$ cat config.mk
export PLATFORM = sky130hd
export DESIGN_NAME = subtract_arbiter
export DESIGN_NICKNAME = d
export VERILOG_FILES = /design/src/rtl/subtract_arbiter.sv
export SDC_FILE = /design/constraint.sdc
export NUM_CORES = 1
export LEC_CHECK = 0
export ABC_AREA = 1
export BUFFER_PORTS_ARGS = -buffer_cell sky130_fd_sc_hd__buf_2
export CAP_MARGIN = 20
export CORE_ASPECT_RATIO = 0.5
export CORE_MARGIN = 2
export CORE_UTILIZATION = 25
export DETAILED_ROUTE_END_ITERATION = 10
export PLACE_DENSITY = 0.43
export SETUP_SLACK_MARGIN = 0.4
export SYNTH_ARGS = -nofsm -noshare
export SYNTH_HDL_FRONTEND = slang
export SYNTH_SLANG_ARGS = --single-unit
$ cat constraint.sdc
create_clock -name clk -period 2.2 [get_ports clk]
set_input_delay 0.55 -clock clk [delete_from_list [all_inputs] [get_ports clk]]
set_output_delay 0.55 -clock clk [all_outputs]
set_load 0.02 [all_outputs]
$ cat src/rtl/subtract_arbiter.sv
// subtract_arbiter: two-requester round-robin front end for a single
// subtractor. It captures the winning operands, computes entry_1 - entry_2
// (wrapping modulo 2^WIDTH), and holds the difference for the LCD driver
// until the display acknowledges it.
// Optional feature: define SUB_BORROW_FLAG_EN to add the 'borrow' output
// (unsigned entry_1 < entry_2, registered with the result).
module subtract_arbiter #(
  parameter int WIDTH = 16
) (
  input  logic             clk,
  input  logic             reset_n,
  input  logic             req0_valid,
  input  logic             req1_valid,
  input  logic [WIDTH-1:0] req0_entry_1,
  input  logic [WIDTH-1:0] req0_entry_2,
  input  logic [WIDTH-1:0] req1_entry_1,
  input  logic [WIDTH-1:0] req1_entry_2,
  output logic             req0_ack,
  output logic             req1_ack,
  output logic [WIDTH-1:0] result,
  output logic             result_id,
  output logic             show_result,
  input  logic             lcd_ack,
`ifdef SUB_BORROW_FLAG_EN
  output logic             borrow,
`endif
  output logic             busy
);

  typedef enum logic [1:0] {
    S_IDLE = 2'd0,
    S_LOAD = 2'd1,
    S_EXEC = 2'd2,
    S_SHOW = 2'd3
  } state_t;

  state_t           r_state;
  logic [WIDTH-1:0] r_op1;
  logic [WIDTH-1:0] r_op2;
  logic [WIDTH-1:0] r_result;
  logic             r_id;
  logic             r_last;    // requester granted most recently
  logic             r_ack0;
  logic             r_ack1;
  logic             r_show;
`ifdef SUB_BORROW_FLAG_EN
  logic             r_borrow;
`endif

  logic             w_any;
  logic             w_win;
  logic [WIDTH-1:0] w_win_e1;
  logic [WIDTH-1:0] w_win_e2;

  // Round-robin pick: on contention the requester not granted last wins,
  // otherwise whichever requester is valid.
  always_comb begin
    w_any    = req0_valid | req1_valid;
    w_win    = (req0_valid & req1_valid) ? ~r_last : req1_valid;
    w_win_e1 = w_win ? req1_entry_1 : req0_entry_1;
    w_win_e2 = w_win ? req1_entry_2 : req0_entry_2;
  end

  // Control FSM with registered outputs; requests are only looked at in IDLE.
  always_ff @(posedge clk or negedge reset_n) begin
    if (!reset_n) begin
      r_state  <= S_IDLE;
      r_op1    <= '0;
      r_op2    <= '0;
      r_result <= '0;
      r_id     <= 1'b0;
      r_last   <= 1'b1;  // so requester 0 wins the first contention
      r_ack0   <= 1'b0;
      r_ack1   <= 1'b0;
      r_show   <= 1'b0;
`ifdef SUB_BORROW_FLAG_EN
      r_borrow <= 1'b0;
`endif
    end else begin
      case (r_state)
        S_IDLE: begin
          if (w_any) begin
            r_op1   <= w_win_e1;
            r_op2   <= w_win_e2;
            r_id    <= w_win;
            r_last  <= w_win;
            r_ack0  <= ~w_win;
            r_ack1  <= w_win;
            r_state <= S_LOAD;
          end
        end
        S_LOAD: begin
          r_ack0  <= 1'b0;
          r_ack1  <= 1'b0;
          r_state <= S_EXEC;
        end
        S_EXEC: begin
          r_result <= r_op1 - r_op2;
`ifdef SUB_BORROW_FLAG_EN
          r_borrow <= (r_op1 < r_op2);
`endif
          r_show   <= 1'b1;
          r_state  <= S_SHOW;
        end
        S_SHOW: begin
          if (lcd_ack) begin
            r_show  <= 1'b0;
            r_state <= S_IDLE;
          end
        end
        default: r_state <= S_IDLE;
      endcase
    end
  end

  assign req0_ack    = r_ack0;
  assign req1_ack    = r_ack1;
  assign result      = r_result;
  assign result_id   = r_id;
  assign show_result = r_show;
  assign busy        = (r_state != S_IDLE);
`ifdef SUB_BORROW_FLAG_EN
  assign borrow      = r_borrow;
`endif

endmodule

# ---- Word level (Yosys, flattened, before mapping)
# Index checks and enable logic that the tools add are counted.
# Widths: inputs -> output; s select.
dict set report totals {
  elab_cells 39
  regBits 55
  out_inout_bits 21
  inputBits 69
}
dict set report classes {
  eq_ne 5
  n_mux 12
  reduce_logical 8
  add_sub_neg 1
  n_bitwise 4
}
# op count
set ops {}
lappend ops {{$mux 16} 2}
lappend ops {{$sub 16x16->16} 1}
lappend ops {{$pmux 2 s4} 1}
lappend ops {{$reduce_and 2->1} 4}
lappend ops {{$pmux 1 s2} 3}
lappend ops {{$reduce_bool 2->1} 3}
lappend ops {{$eq 2x2->1 const B} 2}
lappend ops {{$mux 1} 4}
lappend ops {{$mux 2} 2}
lappend ops {{$ne 2x2->1 const B} 2}
lappend ops {{$eq 2x1->1 const B} 1}
lappend ops {{$logic_not 2->1} 1}
lappend ops {{$not 1->1} 2}
lappend ops {{$and 1x1->1} 1}
lappend ops {{$or 1x1->1} 1}

# ---- Logic depth before layout (Yosys ltp)
dict set report logic_depth {
  depth_word 5
  depth_mapped 13
  depth_no_buf 13
}

# ---- Worst setup path before layout
# OpenSTA, ideal clock, no wires.
dict set report synth_timing {
  kind {register -> register}
  from {register r_op2[0]}
  to {register r_result[12] (netlist: result[12])}
  path_slack_ns 0.603
  path_buffers 0
  required_ns 2.083
  path_stages_with_launch 11
  period_less_slack_ns 1.597
  setup_ns 0.117
  arrival_ns 1.480
  path_cell_list {dfrtp_1 ha_1 fa_1 inv_1 nand3_1 nand3_1 nand3_1 nand3_1 nand2_1 nand3_1 nand2_1}
}
dict set report synth_between {
  elab_chain_len 1
}
# element line_no
set synth_rtl {}
lappend synth_rtl {{start: declaration} 39} ;# logic [WIDTH-1:0] r_op2;
lappend synth_rtl {{start signal: assignment} 84} ;# r_op2 <= w_win_e2;
lappend synth_rtl {{$sub 16x16->16} 98} ;# r_result <= r_op1 - r_op2;
lappend synth_rtl {{end signal: assignment} 98}
lappend synth_rtl {{end: declaration} 40} ;# logic [WIDTH-1:0] r_result;
# No other way between the ends.
# A chain may end at the register's enable or synchronous reset.

# ---- Worst setup path in the final report
dict set report layout_timing {
  from {register r_state[0]}
  to {output port busy}
}
dict set report layout_between {
  elab_chain_len 1
}
# element line_no
set layout_rtl {}
lappend layout_rtl {{start: declaration} 37} ;# state_t r_state;
lappend layout_rtl {{start signal: assignment} 67} ;# r_state <= S_IDLE;
lappend layout_rtl {{start signal: assignment} 89} ;# r_state <= S_LOAD;
lappend layout_rtl {{start signal: assignment} 95} ;# r_state <= S_EXEC;
lappend layout_rtl {{$reduce_bool 2->1} 121} ;# assign busy = (r_state != S_IDLE);
lappend layout_rtl {{end: declaration} 27} ;# output logic busy
# No other way between the ends.

==> flow_metrics.tcl <==
set metrics [dict create \
    hold_viol 0 \
    use_met1_pct 22.9 \
    multi_input_area_sq_mm 0.00172 \
    finalCritPeriodShare_pct 79.1 \
    grt_pass1_wl_mm 15.7 \
    worstSetupPathType "flip-flop to primary output" \
    rsz0062_at_grt "no" \
    peakVddDrop_uv 389 \
    io_buffers 89 \
    grt_busiest_layer "met1" \
    cp_max_fo 5 \
    gr-usage-met3_pct 2.52 \
    die_h_um 85.1 \
    synth-seq-cells 55 \
    drv_slew 0 \
    finalPower_uw 7300 \
    syn-mean-instance-area_sq_um 7.25 \
    final-seq-area_sq_mm 0.00138 \
    cts_inserted_buffers 5 \
    critPathArrivalTime_ps 1190 \
    cts_root_buf "clkbuf_16" \
    cts_tree "done" \
    netlist_instances 454 \
    syn_to_final_growth_pct 29.0 \
    cpLargestDelayFamily "flip-flops" \
    met2_usage_pct 19.6 \
    slowest_stage "dfrtp_1" \
    yosys.cell_types.count 26 \
    syn_nets 543 \
    clk_pin_slew_worst_paths_ps 70 \
    path_cells "inv_1 -> ha_4 -> inv_1 -> buf_2" \
    async_flop_share_pct 100 \
    status "complete, no violations" \
    synthesis.area_sq_mm 0.00329 \
    seq_area_frac_synth_pct 41.8 \
    hpwl_mm 7.58 \
    gr-usage-all-layers_pct 14.1 \
    hold_path.class "input pin to asynchronous set/reset pin" \
    drt_iter0_drc 154 \
    critPathLaunchType "flip-flop" \
    firstDrtPassIters 4 \
    diodes 0 \
    drv_cap 0 \
    gp_congestion 0.795 \
    endpoint_kind "primary output" \
    setup_violations 0 \
    max_stage_delay_ps 400 \
    synth_ff_type "dfrtp_1" \
    clock.fmax_mhz 575 \
    worstSkewPairLatency_ps 300 \
    nNetsFinal 632 \
    core_sq_mm 0.0128 \
    die-area_sq_mm 0.0142 \
    max_slew.worst_pin.slew_ps 530 \
    tns_ps 0 \
    ios 90 \
    cp.required_ps 1650 \
    h-tree-depth 2 \
    skew_ps 8.28 \
    die_w_um 166 \
    grt_pass1_vias 2914 \
    drt-total-wl_mm 9.82 \
    slew_headroom_pct 64.6 \
    grt_max_degree 40 \
    worst-path-buf-inv 3 \
    cp_common_cell "inv_1" \
    leakage_uw 0.00222 \
    ant_nets 0 \
    yosysWarnings 0 \
    cts_hold_buf 0 \
    cts_sinks 55 \
    vias 3061 \
    fill_cells 1413 \
    final_layout_size_suffix_gt1_share_pct 24.3 \
    rows 29 \
    antenna_found_initial 0 \
    synth-edff-count 0 \
    fin_ws_ps 461 \
    viasPerCell 4.29 \
    fin_crit_ps 1740 \
    initial_core_util_pct 25.8 \
    drc_errors 0 \
    cts_max_path_buffers 2 \
    wl_per_cell_um 13.7 \
    p_per_area_mw_per_mm2 1720 \
    grt-ovfl-total 0 \
    pre_cts_slack_ps 286 \
]
==> cell usage in the layout, fill, tap and decap left out, types with 4 or more instances in the layout <==
cell type,synthesis,layout
inv_2,1,4
xnor2_1,4,4
nand3_1,20,18
a21oi_1,9,9
clkbuf_16,0,5
o22ai_1,17,17
inv_1,65,62
ha_4,0,8
o21ai_1,4,5
buf_2,11,89
buf_4,0,7
ha_2,0,5
nor2_1,45,45
ha_1,19,6
o21ai_0,56,55
nand2_1,128,128
dfrtp_1,54,54
==> sequential cells by signal, indices dropped and copies added (netlist names) <==
register	flops
result	16
r_op1	16
r_op2	16
show_result	1
req1_ack	1
req0_ack	1
r_last	1
result_id	1
r_state	2
==> area by class of cell <==
type                            count  area share, %
Clock buffer                        6           3.27
Clock inverter                      2          0.324
Inverter                           66           5.83
Multi-Input combinational cell    317           40.5
Sequential cell                    55           32.4
Tap cell                          170           5.01
Timing Repair Buffer               98           12.7
==> what timing repair did <==
action / in CTS / in global routing
setup endpoints to repair: 2 / 11
pin swaps: 0 / 0
resized for setup: 3 / 22
buffers inserted: 1 / 0
endpoints found under the hold margin: 0 / 0
==> worst paths after layout <==
path	startpoint	end	slack, ps	cells past startpoint
worst min-delay path	reset_n	r_op1[4]	190	1
max in group asynchronous	reset_n	result[11]	1430	2
worst max-delay path	r_state[0]	busy	460	4
min in group clk	result[10]	result[10]	480	2
worst min register to register	result[10]	result[10]	480	2
worst max register to register	r_op2[0]	result[12]	530	10
==> per-stage QoR <==
step                      utilization [%]  cells  hold slack, ps  instance area (sq um)
after floorplan                         -    454             254                   3290
after global placement               31.0    705             458                   3960
after detailed placement             31.0    705             463                   3960
after CTS                            32.4    714             200                   4130
after global routing                 33.3    714             207                   4250
final                                33.3    714             191                   4250
==> routing by layer <==
metal / share of wire, % / wire [um]
met5: 0 / 0
met1: 58 / 5660
met4: 0.43 / 42
met3: 2.9 / 280
met2: 39 / 3830
==> Yosys cell counts, types with 2 or more instances <==
cell type    n  area, sq um
clkbuf_1     4         15.0
o21ai_0     56          280
o22ai_1     17          106
o21ai_1      4         20.0
nand2_2      3         18.8
nor2_1      45          169
dfrtp_1     54         1350
inv_1       65          244
xnor2_1      4         35.0
nand3_1     20          100
nand2_1    128          480
a21oi_1      9         45.0
ha_1        19          238
nor3_1       3         15.0
buf_2       11         55.1
nand3b_1     2         15.0
==> cell families after synthesis <==
group / synth area share (%)
simple gates: 24.9
compound gates: 14.3
buf+inv: 9.81
flops: 41.8
fa+ha+maj: 7.83
xor+xnor: 1.33
==> report_power, final <==
group	leakage (uW)	switching (uW)	internal, uW	total (uW)
Clock	0.0000772	389	457	846
Combinational	0.00148	2820	1780	4600
Sequential	0.000669	320	1540	1860
No activity file was read; power rests on OpenSTA's default activity.
